[src/rtl/latch_bank_pkg.sv]
// Shared types and helpers for the clocked latch bank.
// Mode encoding matches the 2-bit per-channel mode field on the top-level bus.
package latch_bank_pkg;

  typedef enum logic [1:0] {
    LB_LEVEL = 2'b00,
    LB_RISE  = 2'b01,
    LB_FALL  = 2'b10,
    LB_HOLD  = 2'b11
  } lb_mode_e;

  // Age counter width; keeps at least one bit when staleness is disabled.
  function automatic int lb_age_w(input int stale_cyc);
    return (stale_cyc <= 0) ? 1 : $clog2(stale_cyc + 1);
  endfunction

endpackage

[src/rtl/latch_bank_chan.sv]
// One capture channel: edge history, captured data, update pulse, valid flag
// and a saturating age counter that drives the registered stale flag.
module latch_bank_chan
  import latch_bank_pkg::*;
#(
  parameter int           W         = 8,
  parameter int           STALE_CYC = 16,
  parameter logic [W-1:0] RST_VAL   = '0
) (
  input  logic         clk,
  input  logic         rst,
  input  logic         en,
  input  logic [W-1:0] din,
  input  logic [1:0]   mode,
  input  logic         clr,
  output logic [W-1:0] q,
  output logic         upd,
  output logic         valid,
  output logic         stale
);

  localparam int            AW  = lb_age_w(STALE_CYC);
  localparam logic [AW-1:0] SAT = AW'(STALE_CYC);

  lb_mode_e      w_mode;
  logic          w_cap;
  logic [W-1:0]  w_q_nxt;
  logic          w_upd_nxt;
  logic          w_valid_nxt;
  logic [AW-1:0] w_age_nxt;
  logic          w_stale_nxt;

  logic          r_en_d;
  logic [W-1:0]  r_q;
  logic          r_upd;
  logic          r_valid;
  logic [AW-1:0] r_age;
  logic          r_stale;

  assign w_mode = lb_mode_e'(mode);

  always_comb begin
    w_cap = 1'b0;
    case (w_mode)
      LB_LEVEL: w_cap = en;
      LB_RISE:  w_cap = en & ~r_en_d;
      LB_FALL:  w_cap = ~en & r_en_d;
      default:  w_cap = 1'b0;
    endcase
  end

  // Clear outranks a capture in the same cycle.
  always_comb begin
    w_q_nxt     = r_q;
    w_upd_nxt   = 1'b0;
    w_valid_nxt = r_valid;
    w_age_nxt   = r_age;
    if (clr) begin
      w_q_nxt     = RST_VAL;
      w_valid_nxt = 1'b0;
      w_age_nxt   = '0;
    end else if (w_cap) begin
      w_q_nxt     = din;
      w_upd_nxt   = 1'b1;
      w_valid_nxt = 1'b1;
      w_age_nxt   = '0;
    end else if (r_valid && (r_age != SAT)) begin
      w_age_nxt = r_age + 1'b1;
    end
  end

  assign w_stale_nxt = (STALE_CYC > 0) && w_valid_nxt && (w_age_nxt == SAT);

  always_ff @(posedge clk or posedge rst) begin
    if (rst) begin
      r_en_d  <= 1'b0;
      r_q     <= RST_VAL;
      r_upd   <= 1'b0;
      r_valid <= 1'b0;
      r_age   <= '0;
      r_stale <= 1'b0;
    end else begin
      r_en_d  <= en;
      r_q     <= w_q_nxt;
      r_upd   <= w_upd_nxt;
      r_valid <= w_valid_nxt;
      r_age   <= w_age_nxt;
      r_stale <= w_stale_nxt;
    end
  end

  assign q     = r_q;
  assign upd   = r_upd;
  assign valid = r_valid;
  assign stale = r_stale;

endmodule

[src/rtl/latch_bank.sv]
// Bank of CH independent clocked capture channels; the top only slices the
// flat buses and hands each slice to its own channel instance.
module latch_bank
  import latch_bank_pkg::*;
#(
  parameter int           CH        = 4,
  parameter int           W         = 8,
  parameter int           STALE_CYC = 16,
  parameter logic [W-1:0] RST_VAL   = '0
) (
  input  logic            clk,
  input  logic            rst,
  input  logic [CH-1:0]   en,
  input  logic [CH*W-1:0] din,
  input  logic [2*CH-1:0] mode,
  input  logic [CH-1:0]   clr,
  output logic [CH*W-1:0] q,
  output logic [CH-1:0]   upd,
  output logic [CH-1:0]   valid,
  output logic [CH-1:0]   stale
);

  for (genvar c = 0; c < CH; c++) begin : g_ch
    latch_bank_chan #(
      .W         (W),
      .STALE_CYC (STALE_CYC),
      .RST_VAL   (RST_VAL)
    ) u_chan (
      .clk   (clk),
      .rst   (rst),
      .en    (en[c]),
      .din   (din[c*W +: W]),
      .mode  (mode[2*c +: 2]),
      .clr   (clr[c]),
      .q     (q[c*W +: W]),
      .upd   (upd[c]),
      .valid (valid[c]),
      .stale (stale[c])
    );
  end

endmodule
[config.mk]
export PLATFORM = sky130hd
export DESIGN_NAME = latch_bank
export DESIGN_NICKNAME = d
export VERILOG_FILES = /design/src/rtl/latch_bank_pkg.sv /design/src/rtl/latch_bank_chan.sv /design/src/rtl/latch_bank.sv
export SDC_FILE = /design/constraint.sdc
export NUM_CORES = 1
export LEC_CHECK = 0
export ABC_AREA = 1
export CAP_MARGIN = 25
export CORE_MARGIN = 3
export CORE_UTILIZATION = 43
export CTS_CLUSTER_SIZE = 24
export DETAILED_ROUTE_END_ITERATION = 12
export PLACE_DENSITY = 0.76
export SYNTH_ARGS = -nofsm -noshare
export SYNTH_HDL_FRONTEND = slang
export SYNTH_HIERARCHICAL = 1
export SYNTH_SLANG_ARGS = --single-unit
[constraint.sdc]
create_clock -name clk -period 1.4 [get_ports clk]
set_clock_uncertainty 0.2 [all_clocks]
set_input_delay 0.35 -clock clk [delete_from_list [all_inputs] [get_ports clk]]
set_output_delay 0.35 -clock clk [all_outputs]
set_load 0.03 [all_outputs]
==> Flow_metrics.wiki, run 1 <==
{| class="wikitable"
! Metric !! Value
|-
| Number of I/O pins || 94
|-
| CTS tree || done
|-
| Share of power burned in registers || 0.403
|-
| CTS clk-pin slew, worst paths || 0.08 ns
|-
| Final-layout fill cell count || 435
|-
| Min-Delay Endpoint || g_ch[0].u_chan/r_en_d$_DFF_PP0_
|-
| Final weighted congestion of routability-driven global placement || 0.7863
|-
| Internal Pwr Total || 3.821 mW
|-
| Most frequent cell after synthesis || sky130_fd_sc_hd__dfrtp_1
|-
| DR vias || 3188
|-
| Net count reported at finish || 595
|-
| CP max stage cell || sky130_fd_sc_hd__dfrtp_1
|-
| Number of vias per cell after detailed routing || 4.973
|-
| Hold Violations, Final || 0
|-
| Crit path arrival time || 1.77 ns
|-
| Number of violations of the max-capacitance limit || 0
|-
| Post-route fraction of the period consumed by the critical path || 1.212
|-
| Final routed DRC violation total || 0
|-
| Number of I/O port buffers || 93
|-
| Largest incremental delay on the critical path || 0.43 ns
|-
| Critical path's most frequent cell || sky130_fd_sc_hd__nand2_1
|-
| Root Buffer || sky130_fd_sc_hd__clkbuf_8
|-
| Number of cells traversed by the worst register-to-register path || 12
|-
| All-layer global routing usage || 0.2212
|-
| Type of the tightest min-delay check || primary input to flip-flop
|-
| H-tree levels || 3
|-
| Post-layout util || 0.7887
|-
| Post-Synthesis Net Count || 398
|-
| Routed wirelength normalized by instance count || 16.59 um
|-
| Number of detailed-route iterations in the first pass || 4
|-
| F_max || 589.5 MHz
|-
| Part of the power in the clock network || 0.339
|-
| Fraction of power spent switching nets || 0.2859
|-
| Worst setup slack for register-to-register paths || -0.30 ns
|-
| Setup violators final || 95
|-
| Top cells by area, synth || sky130_fd_sc_hd__dfrtp_1 52%, sky130_fd_sc_hd__a22o_2 9.8%, sky130_fd_sc_hd__nand2_1 7.3%, sky130_fd_sc_hd__inv_1 5.5%, sky130_fd_sc_hd__nand2_2 5.4%
|-
| Share of the yosys chip area belonging to registers || 0.5199
|-
| First-pass GRT wire length || 14.99 mm
|-
| Die Ht || 93.25 um
|-
| Cell Area, Synth || 3273 um2
|-
| Die Outline Area || 8695 um2
|-
| Initial cell density of the core || 0.4465
|-
| Max transition margin || 0.8138
|-
| DPL Wire Length || 5.989 mm
|-
| Setup repair after global routing missed its margin || true
|-
| Violations in the final reports || negative setup slack
|-
| Number of synthesized flops with an enable pin || 0
|-
| Area fraction of the dominant cell type after synthesis || 0.5199
|-
| Area delta synth->final || 76.64%
|-
| Standard-cell row count || 31
|-
| Cells after synthesis || 340
|-
| Period minus WS final || 1.696 ns
|-
| Worst r2r dst || g_ch[1].u_chan/stale$_DFF_PP0_
|-
| Number of buffers inserted by hold repair at cts || 0
|-
| Vias in the first global route || 3227
|-
| Count of nets left with antenna violations after detail routing || 0
|-
| Pin count of the biggest net entering global routing || 18
|-
| Critical hold path startpoint || en[0]
|-
| Crit path capture type || flip-flop
|-
| Crit Path Category || flip-flop to flip-flop
|-
| Clk_lat worst skew || 0.34 ns
|-
| Switching power total || 1.530 mW
|-
| Crit path required time || 1.48 ns
|-
| Comb power frac || 0.258
|-
| DRT Wirelength || 10.64 mm
|-
| LEAKAGE || 3.022 nW
|-
| Syn_area_per_cell || 9.627 um2
|-
| #FFs+latches synth || 68
|-
| Total Power Consumption || 5.351 mW
|-
| TritonCTS buffer count || 9
|-
| Final Max Tran Viols || 0
|-
| TritonCTS sink count || 68
|-
| Yosys warns || 6
|-
| Crit start category || flip-flop
|-
| Worst-case setup margin in the final layout || -0.2963 ns
|-
| Slew of the pin with the lowest slew margin || 0.2793 ns
|-
| Cell chain of the critical path || inv_2, ha_4, nand2_1, inv_1, nand2_2, nand2_4, inv_2, nand2_1, nand2_1, nand2_2, nand3_2, nor2_2
|-
| Main synth FF type || sky130_fd_sc_hd__dfrtp_1
|-
| Pwr per Cell Area || 925.5 nW/um2
|-
| Startpoint of the lowest-slack register-to-register path || g_ch[1].u_chan/r_age[0]$_DFF_PP0_
|-
| Number of DRC markers in iteration 0 || 76
|-
| CTS Buffer Depth || 2
|-
| Placeable core area || 7331 um2
|-
| Dominant cell type by area after synthesis || sky130_fd_sc_hd__dfrtp_1
|-
| Async set-or-reset flop fraction in the synthesized netlist || 1.000
|-
| Antenna violations before repair || 0
|-
| Highest net fanout along the worst path || 4
|-
| Fin Hold WS || 0.1641 ns
|-
| Cell variety after synth || 17
|-
| Proportion of layout cells with a drive suffix above 1 || 0.5941
|-
| Horizontal die dimension || 93.25 um
|-
| Most instantiated cells after synthesis || 68 x sky130_fd_sc_hd__dfrtp_1, 64 x sky130_fd_sc_hd__nand2_1, 48 x sky130_fd_sc_hd__inv_1
|-
| Worst hold path depth || 1
|-
| Number of antenna repair diodes || 0
|-
| Remaining global-route overflow || 0
|-
| Result of the run || finished, violations left
|-
| Maximum ir drop on the vdd rail || 0.5623 mV
|}
## registers in the layout, summed over array words and instances (netlist names)
signal and flops:
g_ch.u_chan/stale 4, g_ch.u_chan/valid 4, g_ch.u_chan/q 32, g_ch.u_chan/r_age 20
g_ch.u_chan/r_en_d 4, g_ch.u_chan/upd 4
## metal layers
| layer | up-vias | track usage | wire [um] | part of all wire |
|---|---|---|---|---|
| met4 | 0 | 0.07692 | 327 | 0.031 |
| met2 | 99 | 0.4139 | 6009 | 0.56 |
| met1 | 1559 | 0.2457 | 3892 | 0.37 |
| met3 | 26 | 0.04586 | 405 | 0.038 |
| met5 | - | 0 | 0 | 0 |
| li1 | 1504 | - | - | - |
## power groups by stage
stage / Clock (mW) / Sequential (mW) / Combinational (mW)
6_report: 1.81 / 2.16 / 1.38
5_1_grt: 1.95 / 2.17 / 1.47
4_1_cts: 1.85 / 2.15 / 1.19
3_5_place_dp: 0 / 2.17 / 0.982
3_3_place_gp: 0 / 2.17 / 0.959
2_1_floorplan: 0 / 2.34 / 0.342
## kinds of logic after synthesis
kind of cell             Yosys count  share of synthesized area
buffers and inverters             60                    0.07798
AO/OA/AOI/OAI                     40                     0.1116
flip-flops                        68                     0.5199
adder cells (fa/ha/maj)            8                    0.03058
AND/OR/NAND/NOR                  164                     0.2599
## how the worst max path moves through the flow
stage	startpoint	end	slack, ns
after global routing	g_ch[1].u_chan/r_age[0]$_DFF_PP0_	g_ch[1].u_chan/stale$_DFF_PP0_	-0.35
after CTS	g_ch[2].u_chan/r_age[1]$_DFF_PP0_	g_ch[2].u_chan/stale$_DFF_PP0_	-0.18
final	g_ch[1].u_chan/r_age[0]$_DFF_PP0_	g_ch[1].u_chan/stale$_DFF_PP0_	-0.30
after global placement	mode[3]	g_ch[1].u_chan/q[6]$_DFFE_PP0P_	-0.53
after detailed placement	en[3]	g_ch[3].u_chan/stale$_DFF_PP0_	-0.54
after floorplan	g_ch[0].u_chan/r_age[0]$_DFF_PP0_	g_ch[0].u_chan/stale$_DFF_PP0_	-0.04
## cell usage in the layout, fill, tap and decap left out
cell / instances
sky130_fd_sc_hd__nand2_1: 48
sky130_fd_sc_hd__buf_4: 77
sky130_fd_sc_hd__dlygate4sd2_1: 10
sky130_fd_sc_hd__ha_4: 4
sky130_fd_sc_hd__inv_2: 26
sky130_fd_sc_hd__clkbuf_8: 10
sky130_fd_sc_hd__a21oi_2: 4
sky130_fd_sc_hd__a22o_4: 13
sky130_fd_sc_hd__nand4_1: 8
sky130_fd_sc_hd__nand2_2: 36
sky130_fd_sc_hd__a22o_2: 19
sky130_fd_sc_hd__nand2_8: 1
sky130_fd_sc_hd__nand3_2: 17
sky130_fd_sc_hd__nand2_4: 7
sky130_fd_sc_hd__ha_2: 3
sky130_fd_sc_hd__inv_4: 4
sky130_fd_sc_hd__buf_12: 2
sky130_fd_sc_hd__clkinvlp_4: 1
sky130_fd_sc_hd__clkinv_4: 2
sky130_fd_sc_hd__buf_6: 61
sky130_fd_sc_hd__nor2_2: 16
sky130_fd_sc_hd__nand3_1: 13
sky130_fd_sc_hd__nand3_4: 2
sky130_fd_sc_hd__nor2_1: 3
sky130_fd_sc_hd__nand3b_1: 4
sky130_fd_sc_hd__nor2_4: 9
sky130_fd_sc_hd__clkdlybuf4s50_1: 38
sky130_fd_sc_hd__a31oi_1: 2
sky130_fd_sc_hd__clkinv_2: 4
sky130_fd_sc_hd__a31oi_2: 2
sky130_fd_sc_hd__dlymetal6s2s_1: 1
sky130_fd_sc_hd__inv_1: 24
sky130_fd_sc_hd__bufinv_16: 2
sky130_fd_sc_hd__ha_1: 1
sky130_fd_sc_hd__dfrtp_1: 68
## stage by stage
stage / instance area [um2] / TNS, ns / std cells / setup slack (ns)
global placement: 4518 / -25.69 / 566 / -0.5262
global route: 5782 / -11.19 / 641 / -0.3514
detailed placement: 4518 / -27.52 / 566 / -0.5427
CTS: 5303 / -5.258 / 615 / -0.1847
floorplan: 3308 / -0.1543 / 340 / -0.03858
finish: 5782 / -6.620 / 641 / -0.2963
## cell type report
class	count	area, um2	area share
timing repair inverter	1	7.507	0.001298
clock inverter	6	87.58	0.01515
multi-input combinational	212	1715	0.2967
clock buffer	10	137.6	0.02380
tap	99	123.9	0.02142
sequential	68	1702	0.2943
inverter	56	222.7	0.03852
timing repair buffer	189	1785	0.3088
## critical path, delay by kind of cell, from the launching register on
kind | cells | cell delay [ns]
adders and majority gates | 1 | 0.13
buffers and inverters | 3 | 0.21
DFF | 1 | 0.43
and+or+nand+nor | 8 | 0.66
## what timing repair did
action	in CTS	in global routing
setup endpoints to repair	97	101
setup buffers	32	27
cloned	1	0
pin swaps	16	38
resized for setup	102	72
(Power assumes the default switching activity.)
==> run 2, diff against run 1 <==
- CELL_PAD_IN_SITES_DETAIL_PLACEMENT: unset -> 0
- CELL_PAD_IN_SITES_GLOBAL_PLACEMENT: unset -> 2
- CORE_UTILIZATION: 43 -> 26
- PLACE_DENSITY: 0.76 -> unset
- PLACE_DENSITY_LB_ADDON: unset -> 0.1
==> Flow_metrics.wiki, run 2 (same netlist as run 1, synthesis figures left out) <==
{| class="wikitable"
! Metric !! Value
|-
| Result of the run || finished, violations left
|-
| Violations in the final reports || negative setup slack
|-
| Post-placement cell area || 4732 um2
|-
| Period minus WS final || 1.550 ns
|-
| Commonest cells after routing, fill and taps aside || 70 x sky130_fd_sc_hd__buf_4, 67 x sky130_fd_sc_hd__dfrtp_1, 63 x sky130_fd_sc_hd__buf_6
|-
| CTS tree || done
|-
| First-pass GRT wire length || 14.79 mm
|-
| Summed area of non-filler cells in the final layout || 5957 um2
|-
| Largest incremental delay on the critical path || 0.42 ns
|-
| Horizontal die dimension || 118.2 um
|-
| Worst Path Buf+Inv || 3
|-
| Number of violations of the max-capacitance limit || 0
|-
| DR vias || 2947
|-
| Number of flip-flops in the largest register || 32
|-
| Final Max Tran Viols || 0
|-
| Antenna violations before repair || 0
|-
| Maximum ir drop on the vdd rail || 0.6491 mV
|-
| DPL Wire Length || 6.174 mm
|-
| Final-layout fill cell count || 1166
|-
| All-layer global routing usage || 0.1318
|-
| TritonCTS buffer count || 9
|-
| Clk_lat worst skew || 0.33 ns
|-
| Die Outline Area || 13970 um2
|-
| Pin count of the biggest net entering global routing || 18
|-
| Vias in the first global route || 3073
|-
| CTS clk-pin slew, worst paths || 0.05 ns
|-
| Post-route fraction of the period consumed by the critical path || 1.107
|-
| Proportion of layout cells with a drive suffix above 1 || 0.5870
|-
| Count of nets left with antenna violations after detail routing || 0
|-
| CTS Buffer Depth || 2
|-
| Setup violators final || 87
|-
| Number of I/O pins || 94
|-
| F_max || 645.2 MHz
|-
| Number of I/O port buffers || 93
|-
| Slew of the pin with the lowest slew margin || 0.2465 ns
|-
| Final routed DRC violation total || 0
|-
| DRT Wirelength || 8.958 mm
|-
| Crit Path Category || flip-flop to flip-flop
|-
| H-tree levels || 3
|-
| Crit start category || flip-flop
|-
| Type of the tightest min-delay check || primary input to flip-flop
|-
| Highest net fanout along the worst path || 4
|-
| Crit path capture type || flip-flop
|-
| Post-layout util || 0.4898
|-
| Setup repair after global routing missed its margin || true
|-
| Cell chain of the critical path || inv_2, ha_4, nand2_2, inv_2, nand2_4, nand2_4, inv_2, nand2_2, nand2_2, nand2_4, nand3_2, nor2_2
|-
| Placeable core area || 12160 um2
|-
| Final weighted congestion of routability-driven global placement || 0.8016
|-
| Number of detailed-route iterations in the first pass || 4
|-
| Most common library cell in the layout ignoring fill and taps || sky130_fd_sc_hd__buf_4
|-
| Worst setup slack after placement || -0.5735 ns
|-
| Standard-cell row count || 40
|-
| Routed wirelength normalized by instance count || 12.65 um
|-
| Number of vias per cell after detailed routing || 4.162
|-
| Max transition margin || 0.8356
|-
| Number of DRC markers in iteration 0 || 83
|-
| Root Buffer || sky130_fd_sc_hd__clkbuf_16
|-
| Crit path required time || 1.47 ns
|-
| Remaining global-route overflow || 0
|-
| Area delta synth->final || 82.00%
|-
| Fin Hold WS || 0.1602 ns
|-
| TritonCTS sink count || 68
|-
| Crit path arrival time || 1.62 ns
|-
| LEAKAGE || 3.036 nW
|-
| Net count reported at finish || 596
|-
| Die Ht || 118.2 um
|-
| Pwr per Cell Area || 916.8 nW/um2
|-
| Initial cell density of the core || 0.2691
|-
| Largest delay contributor family on the critical path || simple AND/OR/NAND/NOR gates
|-
| Number of antenna repair diodes || 0
|-
| Hold Violations, Final || 0
|-
| Worst-case setup margin in the final layout || -0.1500 ns
|-
| CP max stage cell || sky130_fd_sc_hd__dfrtp_1
|}
run 2: cell count changes in the layout (fill, tap and decap cells not counted), sizes merged:
cell,change
bufinv,-2
clkinv,-3
buf,-1
clkinvlp,+1
clkbuf,+3
run 2: timing repair:
item,CTS,global route
gates cloned,3,0
resized for setup,131,53
hold buffers,0,0
pin swaps,34,30
setup endpoints to repair,96,102
setup buffers,28,17
hold endpoints to repair,0,0
run 2: final cells by class:
cell class,count,area (um2),area share
Clock buffer,13,240.2,0.04033
Inverter,56,236.5,0.03970
Multi-Input combinational cell,212,1705,0.2863
Sequential cell,68,1703,0.2859
Tap cell,168,210.2,0.03529
Timing Repair Buffer,188,1836,0.3081
Timing Repair inverter,3,26.28,0.004411
run 2: where the power goes:
part	switching (mW)	leakage [nW]	internal [mW]
Clock	0.762	0.116	1.17
Combinational	0.644	2.01	0.723
Sequential	0.0897	0.911	2.07
run 2: final timing paths:
path                                                          end                              start  slack (ns)  cells after the start
worst max-delay path               g_ch[0].u_chan/stale$_DFF_PP0_  g_ch[0].u_chan/r_age[0]$_DFF_PP0_       -0.15                     12
worst min-delay path              g_ch[0].u_chan/r_en_d$_DFF_PP0_                              en[0]        0.16                      1
worst max register to register     g_ch[0].u_chan/stale$_DFF_PP0_  g_ch[0].u_chan/r_age[0]$_DFF_PP0_       -0.15                     12
worst min register to register    g_ch[1].u_chan/q[0]$_DFFE_PP0P_    g_ch[1].u_chan/q[0]$_DFFE_PP0P_        0.33                      1
max in group asynchronous       g_ch[3].u_chan/r_age[0]$_DFF_PP0_                                rst        0.62                      3
min in group asynchronous       g_ch[1].u_chan/r_age[0]$_DFF_PP0_                                rst        0.25                      3
run 2: layer usage:
metal	routed length, um	part of all wire	track usage
met2	4322	0.48	0.2122
met1	3995	0.45	0.1611
met4	166	0.019	0.05275
met3	473	0.053	0.04641
met5	0	0	0
run 2: per-stage QoR:
stage	power [mW]	TNS [ns]	std cells
6_report	5.461	-3.975	708
5_1_grt	5.749	-8.610	708
4_1_cts	5.435	-4.909	691
3_5_place_dp	3.194	-28.47	647
3_3_place_gp	3.195	-27.84	647
2_1_floorplan	2.678	-0.1543	340
